**config.mk**
```make
export PLATFORM = sky130hd
export DESIGN_NAME = seq_alu
export DESIGN_NICKNAME = d
export VERILOG_FILES = /design/src/rtl/seq_alu.sv
export SDC_FILE = /design/constraint.sdc
export NUM_CORES = 1
export LEC_CHECK = 0
export BUFFER_PORTS_ARGS = -buffer_cell sky130_fd_sc_hd__buf_2
export CORE_MARGIN = 3
export CORE_UTILIZATION = 50
export CTS_CLUSTER_DIAMETER = 100
export DETAILED_ROUTE_END_ITERATION = 12
export HOLD_SLACK_MARGIN = 0.15
export PLACE_DENSITY_LB_ADDON = 0.12
export SLEW_MARGIN = 20
export SYNTH_ARGS = -nofsm -noshare
export SYNTH_HDL_FRONTEND = slang
export SYNTH_SLANG_ARGS = --single-unit
```
**constraint.sdc**
```tcl
create_clock -name clk -period 2.1 [get_ports clk]
set_input_delay 0.105 -clock clk [delete_from_list [all_inputs] [get_ports clk]]
set_output_delay 0.105 -clock clk [all_outputs]
set_load 0.03 [all_outputs]
```
**src/rtl/seq_alu.sv**
```systemverilog
// Registered WIDTH-bit ALU with valid/ready handshakes on both sides.
// Single-cycle logic/arithmetic ops plus a WIDTH-cycle shift-add unsigned multiplier.
module seq_alu #(
  parameter int WIDTH = 5
) (
  input  logic             clk,
  input  logic             rst,
  input  logic             in_valid,
  output logic             in_ready,
  input  logic [WIDTH-1:0] x,
  input  logic [WIDTH-1:0] y,
  input  logic [2:0]       op,
  input  logic             cin,
  output logic             out_valid,
  input  logic             out_ready,
  output logic [WIDTH-1:0] f,
  output logic [WIDTH-1:0] f_hi,
  output logic             cout,
  output logic             zero,
  output logic             ovf,
  output logic             err
);

  localparam int CW = $clog2(WIDTH + 1);
  localparam logic [CW-1:0] LAST_ITER = CW'(WIDTH - 1);

  localparam logic [2:0] OP_ADD = 3'b000;
  localparam logic [2:0] OP_SUB = 3'b001;
  localparam logic [2:0] OP_AND = 3'b010;
  localparam logic [2:0] OP_OR  = 3'b011;
  localparam logic [2:0] OP_XOR = 3'b100;
  localparam logic [2:0] OP_MUL = 3'b101;

  typedef enum logic {S_IDLE, S_MUL} state_t;

  state_t             state_q;
  logic [WIDTH-1:0]   mcand_q;
  logic [WIDTH-1:0]   mplier_q;
  logic [2*WIDTH-1:0] acc_q;
  logic [CW-1:0]      cnt_q;

  logic [WIDTH-1:0]   f_q;
  logic [WIDTH-1:0]   f_hi_q;
  logic               cout_q;
  logic               zero_q;
  logic               ovf_q;
  logic               err_q;
  logic               out_valid_q;

  logic               accept;
  logic               drain;

  assign in_ready = (state_q == S_IDLE) && (!out_valid_q || out_ready);
  assign accept   = in_valid && in_ready;
  assign drain    = out_valid_q && out_ready;

  // Single-cycle datapath, evaluated on the live inputs at the accept edge.
  logic [WIDTH:0]   add_w;
  logic [WIDTH:0]   sub_w;
  logic [WIDTH-1:0] alu_f_d;
  logic             alu_cout_d;
  logic             alu_ovf_d;
  logic             alu_err_d;
  logic             alu_zero_d;

  assign add_w = {1'b0, x} + {1'b0, y} + {{WIDTH{1'b0}}, cin};
  assign sub_w = {1'b0, x} - {1'b0, y} - {{WIDTH{1'b0}}, cin};

  always_comb begin
    alu_f_d    = '0;
    alu_cout_d = 1'b0;
    alu_ovf_d  = 1'b0;
    alu_err_d  = 1'b0;
    case (op)
      OP_ADD: begin
        alu_f_d    = add_w[WIDTH-1:0];
        alu_cout_d = add_w[WIDTH];
        alu_ovf_d  = (x[WIDTH-1] == y[WIDTH-1]) && (add_w[WIDTH-1] != x[WIDTH-1]);
      end
      OP_SUB: begin
        alu_f_d    = sub_w[WIDTH-1:0];
        alu_cout_d = sub_w[WIDTH];
        alu_ovf_d  = (x[WIDTH-1] != y[WIDTH-1]) && (sub_w[WIDTH-1] != x[WIDTH-1]);
      end
      OP_AND:  alu_f_d = x & y;
      OP_OR:   alu_f_d = x | y;
      OP_XOR:  alu_f_d = x ^ y;
      default: alu_err_d = 1'b1;
    endcase
    // Illegal opcodes report only err, so zero stays low despite f = 0.
    alu_zero_d = (alu_f_d == '0) && !alu_err_d;
  end

  // One shift-add step: add into the upper half, then shift right keeping the carry.
  logic [WIDTH:0]     part_sum;
  logic [2*WIDTH-1:0] acc_d;
  logic               acc_lsb_unused;

  assign part_sum       = {1'b0, acc_q[2*WIDTH-1:WIDTH]}
                        + (mplier_q[0] ? {1'b0, mcand_q} : {(WIDTH+1){1'b0}});
  assign acc_d          = {part_sum, acc_q[WIDTH-1:1]};
  assign acc_lsb_unused = acc_q[0];

  always_ff @(posedge clk) begin
    if (rst) begin
      state_q     <= S_IDLE;
      mcand_q     <= '0;
      mplier_q    <= '0;
      acc_q       <= '0;
      cnt_q       <= '0;
      f_q         <= '0;
      f_hi_q      <= '0;
      cout_q      <= 1'b0;
      zero_q      <= 1'b0;
      ovf_q       <= 1'b0;
      err_q       <= 1'b0;
      out_valid_q <= 1'b0;
    end else begin
      if (drain) begin
        out_valid_q <= 1'b0;
      end
      case (state_q)
        S_IDLE: begin
          if (accept) begin
            if (op == OP_MUL) begin
              mcand_q  <= x;
              mplier_q <= y;
              acc_q    <= '0;
              cnt_q    <= '0;
              state_q  <= S_MUL;
            end else begin
              f_q         <= alu_f_d;
              f_hi_q      <= '0;
              cout_q      <= alu_cout_d;
              zero_q      <= alu_zero_d;
              ovf_q       <= alu_ovf_d;
              err_q       <= alu_err_d;
              out_valid_q <= 1'b1;
            end
          end
        end
        S_MUL: begin
          acc_q    <= acc_d;
          mplier_q <= mplier_q >> 1;
          cnt_q    <= cnt_q + CW'(1);
          if (cnt_q == LAST_ITER) begin
            f_q         <= acc_d[WIDTH-1:0];
            f_hi_q      <= acc_d[2*WIDTH-1:WIDTH];
            cout_q      <= 1'b0;
            zero_q      <= (acc_d == '0);
            ovf_q       <= 1'b0;
            err_q       <= 1'b0;
            out_valid_q <= 1'b1;
            state_q     <= S_IDLE;
          end
        end
        default: state_q <= S_IDLE;
      endcase
    end
  end

  assign out_valid = out_valid_q;
  assign f         = f_q;
  assign f_hi      = f_hi_q;
  assign cout      = cout_q;
  assign zero      = zero_q;
  assign ovf       = ovf_q;
  assign err       = err_q;

endmodule

```
# Yosys cells after proc, flatten, opt, wreduce, memory -nomap -nowiden
# Cells that the tools add are included.
[word_totals] regBits=39 latch_bits=0 mem_bits_rw=0 rom_bits=0 input_bits=18 out_inout_bits=16 n_memories=0
[op_classes] addsub=6 n_mul=0 div=0 magnitude_cmp=0 n_eq_ne=14 shifts=0 mux=45 bitwise=4 n_reduce_logical=15
[ops] operator="two-way mux 5 bit" count=9
[ops] operator="one-hot mux 5 bit (2 select lines)" count=3
[ops] operator="one-hot mux 5 bit (5 select lines)" count=1
[ops] operator="two-way mux 10 bit" count=2
[ops] operator="one-hot mux 10 bit (2 select lines)" count=1
[ops] operator="two-way mux 1 bit" count=18
[ops] operator="one-hot mux 1 bit (2 select lines)" count=8
[ops] operator="adder 5 x 5 -> 6 bit" count=2
[ops] operator="zero test 10 bit" count=1
[ops] operator="equality test 3 bit, second input constant" count=3
[ops] operator="adder 6 x 1 -> 6 bit" count=1
[ops] operator="equality test 3 x 2 -> 1 bit, second input constant" count=2
[ops] operator="logical AND 1 bit" count=6
[ops] operator="two-way mux 3 bit" count=2
[ops] operator="one-hot mux 3 bit (2 select lines)" count=1
[ops] operator="AND reduction 3 bit" count=2
[ops] operator="subtractor 5 x 5 -> 6 bit" count=1
[ops] operator="subtractor 6 x 1 -> 6 bit" count=1
[ops] operator="AND 5 bit" count=1
[ops] operator="zero test 5 bit" count=1
[ops] operator="bitwise OR 5 bit" count=1
[ops] operator="OR reduction 5 bit" count=1
[ops] operator="XOR 5 bit" count=1
[ops] operator="inequality test 2 x 1 -> 1 bit, second input constant" count=2
[ops] operator="10 further kinds" count=13

# Depth between registers and ports, before layout
# Gate-level depths: netlist of the first run.
[depth] depth_word=8 depth_mapped=10

# Worst setup path before layout of the first run
# OpenSTA, ideal clock, no wires.
[synth_timing] kind="input -> register" from="in y[0]" to="reg zero_q, in the netlist zero" arrival_ns=2.091 required_ns=2.020 slack_ns=-0.071 cell_stages=8 n_path_buf=0 path_cell_list="fa_1 > fa_1 > a21o_1 > a21oi_1 > o31ai_1 > a221oi_1 > nand4b_1 > a211oi_2"
[synth_via] elab_chain_len=8 elab_cells_between_ends=13 cone_classes="add/sub: 4; mux: 4; bitwise: 3; reduce/logical: 2"
[synth_rtl] item="start, declared" line="11" source="input logic [WIDTH-1:0] y,"
[synth_rtl] item="subtractor 5 x 5 -> 6 bit / adder 5 x 5 -> 6 bit (equally long branches)" line="67, 66"
[synth_rtl] item="subtractor 6 x 1 -> 6 bit / adder 6 x 1 -> 6 bit (equally long branches)" line="67, 66"
[synth_rtl] item="one-hot mux 5 bit (5 select lines) (*)" line="74" source="case (op)"
[synth_rtl] item="zero test 5 bit (*)" line="91" source="alu_zero_d = (alu_f_d == '0) && !alu_err_d;"
[synth_rtl] item="logical AND 1 bit (*)" line="91"
[synth_rtl] item="two-way mux 1 bit (*)" line="125" source="if (op == OP_MUL) begin"
[synth_rtl] item="two-way mux 1 bit (*)" line="124" source="if (accept) begin"
[synth_rtl] item="one-hot mux 1 bit (2 select lines) (*)" line="122" source="case (state_q)"
[synth_rtl] item="end signal, assigned" line="135" source="zero_q <= alu_zero_d;"
[synth_rtl] item="end signal, assigned" line="150" source="zero_q <= (acc_d == '0);"
[synth_rtl] item="end, declared" line="45" source="logic zero_q;"
# Mark *: on every way between the ends. The rest lies on a longest branch, timed or not. The select of a mux whose other input is x is not followed.
# A chain may end at the register's enable or synchronous reset.

# Worst setup path in the final report of the first run
[layout_timing] from="reg mplier_q[0]" to="reg zero_q, in the netlist zero"
[layout_via] elab_chain_len=5
[layout_rtl] item="start, declared" line="38" source="logic [WIDTH-1:0] mplier_q;"
[layout_rtl] item="start signal, assigned" line="127" source="mplier_q <= y;"
[layout_rtl] item="start signal, assigned" line="144" source="mplier_q <= mplier_q >> 1;"
[layout_rtl] item="two-way mux 5 bit" line="100" source="+ (mplier_q[0] ? {1'b0, mcand_q} : {(WIDTH+1){1'b0}});"
[layout_rtl] item="adder 5 x 5 -> 6 bit" line="100"
[layout_rtl] item="zero test 10 bit" line="150"
[layout_rtl] item="two-way mux 1 bit" line="146" source="if (cnt_q == LAST_ITER) begin"
[layout_rtl] item="one-hot mux 1 bit (2 select lines)" line="122"
# No other way between the ends. The select of a mux whose other input is x is not followed.

==> flow_summary.yaml, run 1 <==
status:
  status: "finished with violations"
  violations: "setup timing"
detailed_routing:
  via_count: 2229
  vias_per_cell: 5.32
  wl_per_cell_um: 14.0
  drtAntennaViolNets: 0
  drt_wl_total_mm: 5.85
  drc: 0
  drtIter0Drc: 137
  drt_pass1_iterations: 4
global_routing:
  grt_pass1_vias: 2140
  use_met1_pct: 28.9
  grt_usage_pct: 20.7
  grt_use_met2_pct: 32.4
  grt_pass1_wl_mm: 9.98
  grt-ovfl-total: 0
  grt_antenna_before_repair: 0
  globalRouteMet3Util_pct: 3.99
  gr-max-usage-layer: "met2"
  grt_max_degree: 39
clock_network:
  path_clk_slew_ps: 70
  worst_skew_pair.late_latency_ps: 290
  clock-sinks: 38
  cts_tree: "built"
  postCtsSetupBuffers: 0
  numCtsBuffers: 5
  cts_root_buf: "clkbuf_8"
  cts_buffer_depth: 2
  htree_levels: 2
sta:
  tns_ps: -56.4
  relSlewSlack_pct: 55.0
  fmax_ghz: 0.464
  rsz0062_at_grt: "true"
  min_period_ps: 2160
  finalSetupViolCount: 1
  hold_violations: 0
  fin_crit_sh_pct: 103
  final.setup.worst_slack_ps: -56.4
  finClkSkew_ps: 3.71
  maxSlewViolCount: 0
  worstMarginPinSlew_ps: 675
  whs_ps: 156
die:
  dieArea_um2: 5930
  start_util_pct: 52.6
  rows: 25
  core_area_um2: 4790
  io_pins: 34
  fp.dieW_um: 77.0
  die_y_um: 77.0
yosys:
  syn_inst: 305
  ys_warn_count: 0
  synth_edf_count: 0
  ys_async_sr_fraction_pct: 0
  synthFlopType: "dfxtp_1"
  synth.net_count: 353
  synth_top_cell_area_share_pct: 30.2
  synth_area_leaders: "dfxtp_1, ha_1, a21oi_1, nand2_1, nor2_1"
  yosysTopAreaCell: "dfxtp_1"
  synth_cell_types: 53
  synth_seq_cells: 38
  synth-seq-area-share_pct: 30.2
  syn_avg_cell_area_um2: 8.26
  syn-cell-area_um2: 2520
layout:
  area_growth_pct: 18.9
  n_antenna_cell: 0
  drive_above_1_share_pct: 20.7
  final_nets: 399
worst_setup_path:
  crit_type: "reg2reg"
  cp_num_buf_inv: 0
  crit_path_end: "zero"
  r2r_end: "zero"
  path_cells: "and2_1 -> ha_1 -> fa_2 -> a21o_1 -> a21oi_1 -> xnor2_1 -> nor4_2 -> a21oi_1 -> a211oi_2"
  worst_ep_required_time_ps: 2310
  r2r_cells: 9
  crit_path_frequent_cell: "a21oi_1"
  arrival_ps: 2370
  crit_fanout: 3
  max_stage_delay_ps: 340
  cp.depth: 9
  cp_top_family: "compound AO/OA/AOI/OAI gates"
  r2r_slack_ps: -60
  r2r-start: "mplier_q[0]"
  worst_setup_path_start_kind: "flop"
  end_kind: "flop"
  cpMaxStageDelayCell: "fa_2"
  startpoint: "mplier_q[0]"
power_and_ir_drop:
  p_total_uw: 1790
  leakagePower_uw: 0.00137
  power_density_nw_per_um2: 596
  ir_worst_vdd_v: 0.000474
placement:
  globalplace.congestion: 0.874
  hpwl_mm: 4.39
  numPortBuffers: 33
run:
  cap_viol_max_count: 0
worst_hold_path:
  hold_class: "in2reg"
==> cells in the mapped netlist, drive strengths merged (2+ instances only) <==
master   n
o21bai   2
or2      3
nand2   32
a211oi   5
a221oi   4
nand3    2
or4      2
ha      25
nor2    31
a21o     3
nor4     3
and2     6
dfxtp   38
a22oi   10
a32oi    2
mux2i    3
xor2     5
xnor2    6
a21oi   33
nor3     6
and3     7
clkbuf   7
nor3b    2
o21ai    3
inv     23
nand2b   4
nand4    2
mux2     3
fa       5
buf     11
==> logic make-up (layout without fill, tap and decap cells) <==
group | after synthesis | in the layout | synth area share [%]
adder cells (fa/ha/maj) | 30 | 30 | 16.4
XOR/XNOR | 11 | 11 | 3.83
AO/OA/AOI/OAI | 76 | 76 | 20.5
buffers and inverters | 41 | 88 | 6.86
AND/OR/NAND/NOR | 103 | 103 | 19.7
flip-flops | 38 | 38 | 30.2
multiplexers | 6 | 6 | 2.53
==> worst min-delay path: cells and delay by family <==
kind / cells / cell delay [ps]
AO/OA/AOI/OAI: 2 / 180
buffers and inverters: 1 / 120
==> metrics by stage <==
| stage | setup WS, ps | cell area [um^2] | instances | util [%] |
|---|---|---|---|---|
| floorplan | 26.4 | 2520 | 305 | - |
| global placement | -162 | 2830 | 406 | 59.1 |
| detailed placement | -186 | 2830 | 406 | 59.1 |
| CTS | -96.7 | 2990 | 419 | 62.4 |
| global route | -151 | 3000 | 419 | 62.6 |
| finish | -56.4 | 3000 | 419 | 62.6 |
==> layout make-up <==
class	instances	area [um^2]
fillers	440	1790
multi-input cells	226	1600
flip-flops and latches	38	761
repair buffers	57	358
inverters	23	86.3
well taps	67	83.8
clock buffers	7	76.3
clock inverters	1	30.0
==> repair_timing <==
item	4_1_cts	5_1_grt
resized for setup	0	3
pin swaps	0	1
setup endpoints to repair	1	5
endpoints found under the hold margin	5	0
hold buffers	5	0
==> where the power goes <==
part / internal, uW / switching (uW)
registers: 740 / 9.55
logic: 171 / 248
clock network: 356 / 262
total: 1270 / 520
==> sequential cells by signal, summed over array words and instances, names as in the netlist <==
name / cells
acc_q: 9
f: 5
f_hi: 5
mcand_q: 5
mplier_q: 5
cnt_q: 3
cout: 1
err: 1
out_valid: 1
ovf: 1
state_q: 1
zero: 1
==> per-layer routing <==
layer	vias to the layer above	part of all wire [%]	wire length [um]
li1	1148	-	-
met1	1029	51	2990
met2	43	44	2560
met3	9	3.8	223
met4	0	1.2	72
met5	-	0	0
==> cell usage in the layout, fill, tap and decap left out, types with 7 or more instances in the layout <==
| master | instances |
|---|---|
| a22oi_1 | 10 |
| and3_1 | 7 |
| ha_1 | 25 |
| a21oi_1 | 32 |
| dfxtp_1 | 38 |
| inv_1 | 22 |
| nor2_1 | 30 |
| nand2_1 | 32 |
| buf_2 | 33 |
| buf_4 | 19 |
==> worst min-delay path by stage <==
stage                     start           to  slack, ps  cells after the start
final                      y[2]  mplier_q[2]        160                      3
after global routing       y[2]  mplier_q[2]        210                      3
after CTS                  y[2]  mplier_q[2]        170                      3
after detailed placement   x[2]   mcand_q[2]        400                      3
after global placement     x[2]   mcand_q[2]        390                      3
after floorplan            x[0]   mcand_q[0]        240                      2
Note: power is estimated with default switching activity, not from simulation.
==> run 2: changes to the inputs <==
Clock period 2.1 ns to 1.9 ns, I/O delays scaled along.
==> flow_summary.yaml, run 2 (same netlist as run 1, synthesis figures left out) <==
worst_setup_path:
  cpMaxStageDelayCell: "dfxtp_2"
  crit_type: "reg2reg"
  worst_setup_path_start_kind: "flop"
  max_stage_delay_ps: 330
  end_kind: "flop"
  cp_top_family: "compound AO/OA/AOI/OAI gates"
  crit_fanout: 3
  worst_ep_required_time_ps: 2110
  arrival_ps: 2280
  path_cells: "and2_4 -> ha_4 -> fa_2 -> a21o_1 -> a21oi_2 -> xnor2_2 -> nor4_2 -> a21oi_1 -> a211oi_2"
  cp_num_buf_inv: 0
clock_network:
  worst_skew_pair.late_latency_ps: 290
  clock-sinks: 38
  htree_levels: 2
  cts_tree: "built"
  cts_root_buf: "clkbuf_8"
  numCtsBuffers: 5
  cts_buffer_depth: 2
  path_clk_slew_ps: 70
die:
  start_util_pct: 52.6
  rows: 25
  io_pins: 34
  die_y_um: 77.0
  dieArea_um2: 5930
  fp.dieW_um: 77.0
  core_area_um2: 4790
sta:
  fmax_ghz: 0.484
  finalSetupViolCount: 1
  min_period_ps: 2060
  final.setup.worst_slack_ps: -165
  fin_crit_sh_pct: 109
  maxSlewViolCount: 0
  rsz0062_at_grt: "true"
  hold_violations: 0
  finClkSkew_ps: 7.45
  whs_ps: 159
  worstMarginPinSlew_ps: 502
  relSlewSlack_pct: 66.5
power_and_ir_drop:
  p_total_uw: 2040
  power_density_nw_per_um2: 621
  leakagePower_uw: 0.00150
  ir_worst_vdd_v: 0.000438
layout:
  final_nets: 416
  largest_reg_flops: 9
  area_growth_pct: 30.4
  fill_cells: 417
  n_antenna_cell: 0
  largest-register: "acc_q"
  multi_input_area_um2: 1750
  drive_above_1_share_pct: 32.6
  fin_cells: 435
  seqCellArea_um2: 762
  layout_common_cells: "buf_4, dfxtp_1, buf_2"
  final_common_cell: "buf_4"
  postLayoutCellArea_um2: 3280
  fin_util_pct: 68.6
global_routing:
  grt-ovfl-total: 0
  grt_usage_pct: 21.7
  grt_antenna_before_repair: 0
  grt_max_degree: 26
  grt_pass1_vias: 2237
  grt_pass1_wl_mm: 10.5
placement:
  hpwl_mm: 4.77
  placed_area_um2: 2990
  globalplace.congestion: 0.843
  numPortBuffers: 33
  dp.cells: 425
detailed_routing:
  drtIter0Drc: 121
  wl_per_cell_um: 15.0
  via_count: 2385
  drtAntennaViolNets: 0
  drt_pass1_iterations: 4
  drt_wl_total_mm: 6.52
  vias_per_cell: 5.48
  drc: 0
status:
  status: "finished with violations"
  violations: "setup timing"
run:
  cap_viol_max_count: 0
worst_hold_path:
  hold_class: "in2reg"
run 2: cell count changes in the layout (fill, tap and decap cells not counted), moves of 3 or more:
cell | before | now
buf_4 | 19 | 38
a21oi_1 | 32 | 27
a21oi_2 | 1 | 6
dlygate4sd3_1 | 5 | 1
a221oi_1 | 3 | 0
a221oi_2 | 1 | 4
fa_1 | 3 | 0
fa_2 | 2 | 5
run 2: metrics by stage:
stage               setup WS [ps]  TNS [ps]
finish                       -165      -165
global route                 -260      -313
CTS                          -207      -207
detailed placement           -332     -2460
global placement             -294     -2100
floorplan                    -113      -113
run 2: path summary, 6_finish.rpt:
check	start	to	slack, ps	cells after the start
min	y[2]	mplier_q[2]	160	3
min reg2reg	f_hi[4]	f_hi[4]	450	2
max	mplier_q[0]	zero	-160	9
max reg2reg	mplier_q[0]	zero	-160	9
run 2: where the power goes:
part           switching [uW]  internal (uW)  total (uW)
sequential               11.2            818         829
combinational             291            218         509
clock                     281            420         701
total                     584           1460        2040
run 2: area by class of cell:
cell class,count,area share (%)
flip-flops and latches,38,23.2
clock buffers,6,2.52
multi-input cells,226,53.2
well taps,67,2.55
repair buffers,74,15.0
clock inverters,1,0.915
inverters,23,2.63
run 2: what timing repair did:
| action | 4_1_cts | 5_1_grt |
|---|---|---|
| endpoints found under the setup margin | 6 | 21 |
| hold endpoints to repair | 1 | 0 |
| hold buffers | 1 | 0 |
| setup buffers | 1 | 2 |
| resized for setup | 8 | 25 |
| pin swaps | 2 | 14 |
run 2: routing by layer:
metal | vias to the layer above | GRT usage, % | routed length (um) | share of wire [%]
li1 | 1186 | - | - | -
met1 | 1122 | 28.8 | 2930 | 45
met2 | 67 | 35.5 | 3140 | 48
met3 | 10 | 4.93 | 335 | 5.1
met4 | 0 | 5.87 | 115 | 1.8
met5 | - | 0 | 0 | 0
run 2: worst register-to-register path, stage by stage, from the launching register on:
cell and delay [ps]:
dfxtp_2 330, and2_4 170, ha_4 170, fa_2 330
a21o_1 170, a21oi_2 150, xnor2_2 90, nor4_2 260
a21oi_1 140, a211oi_2 180
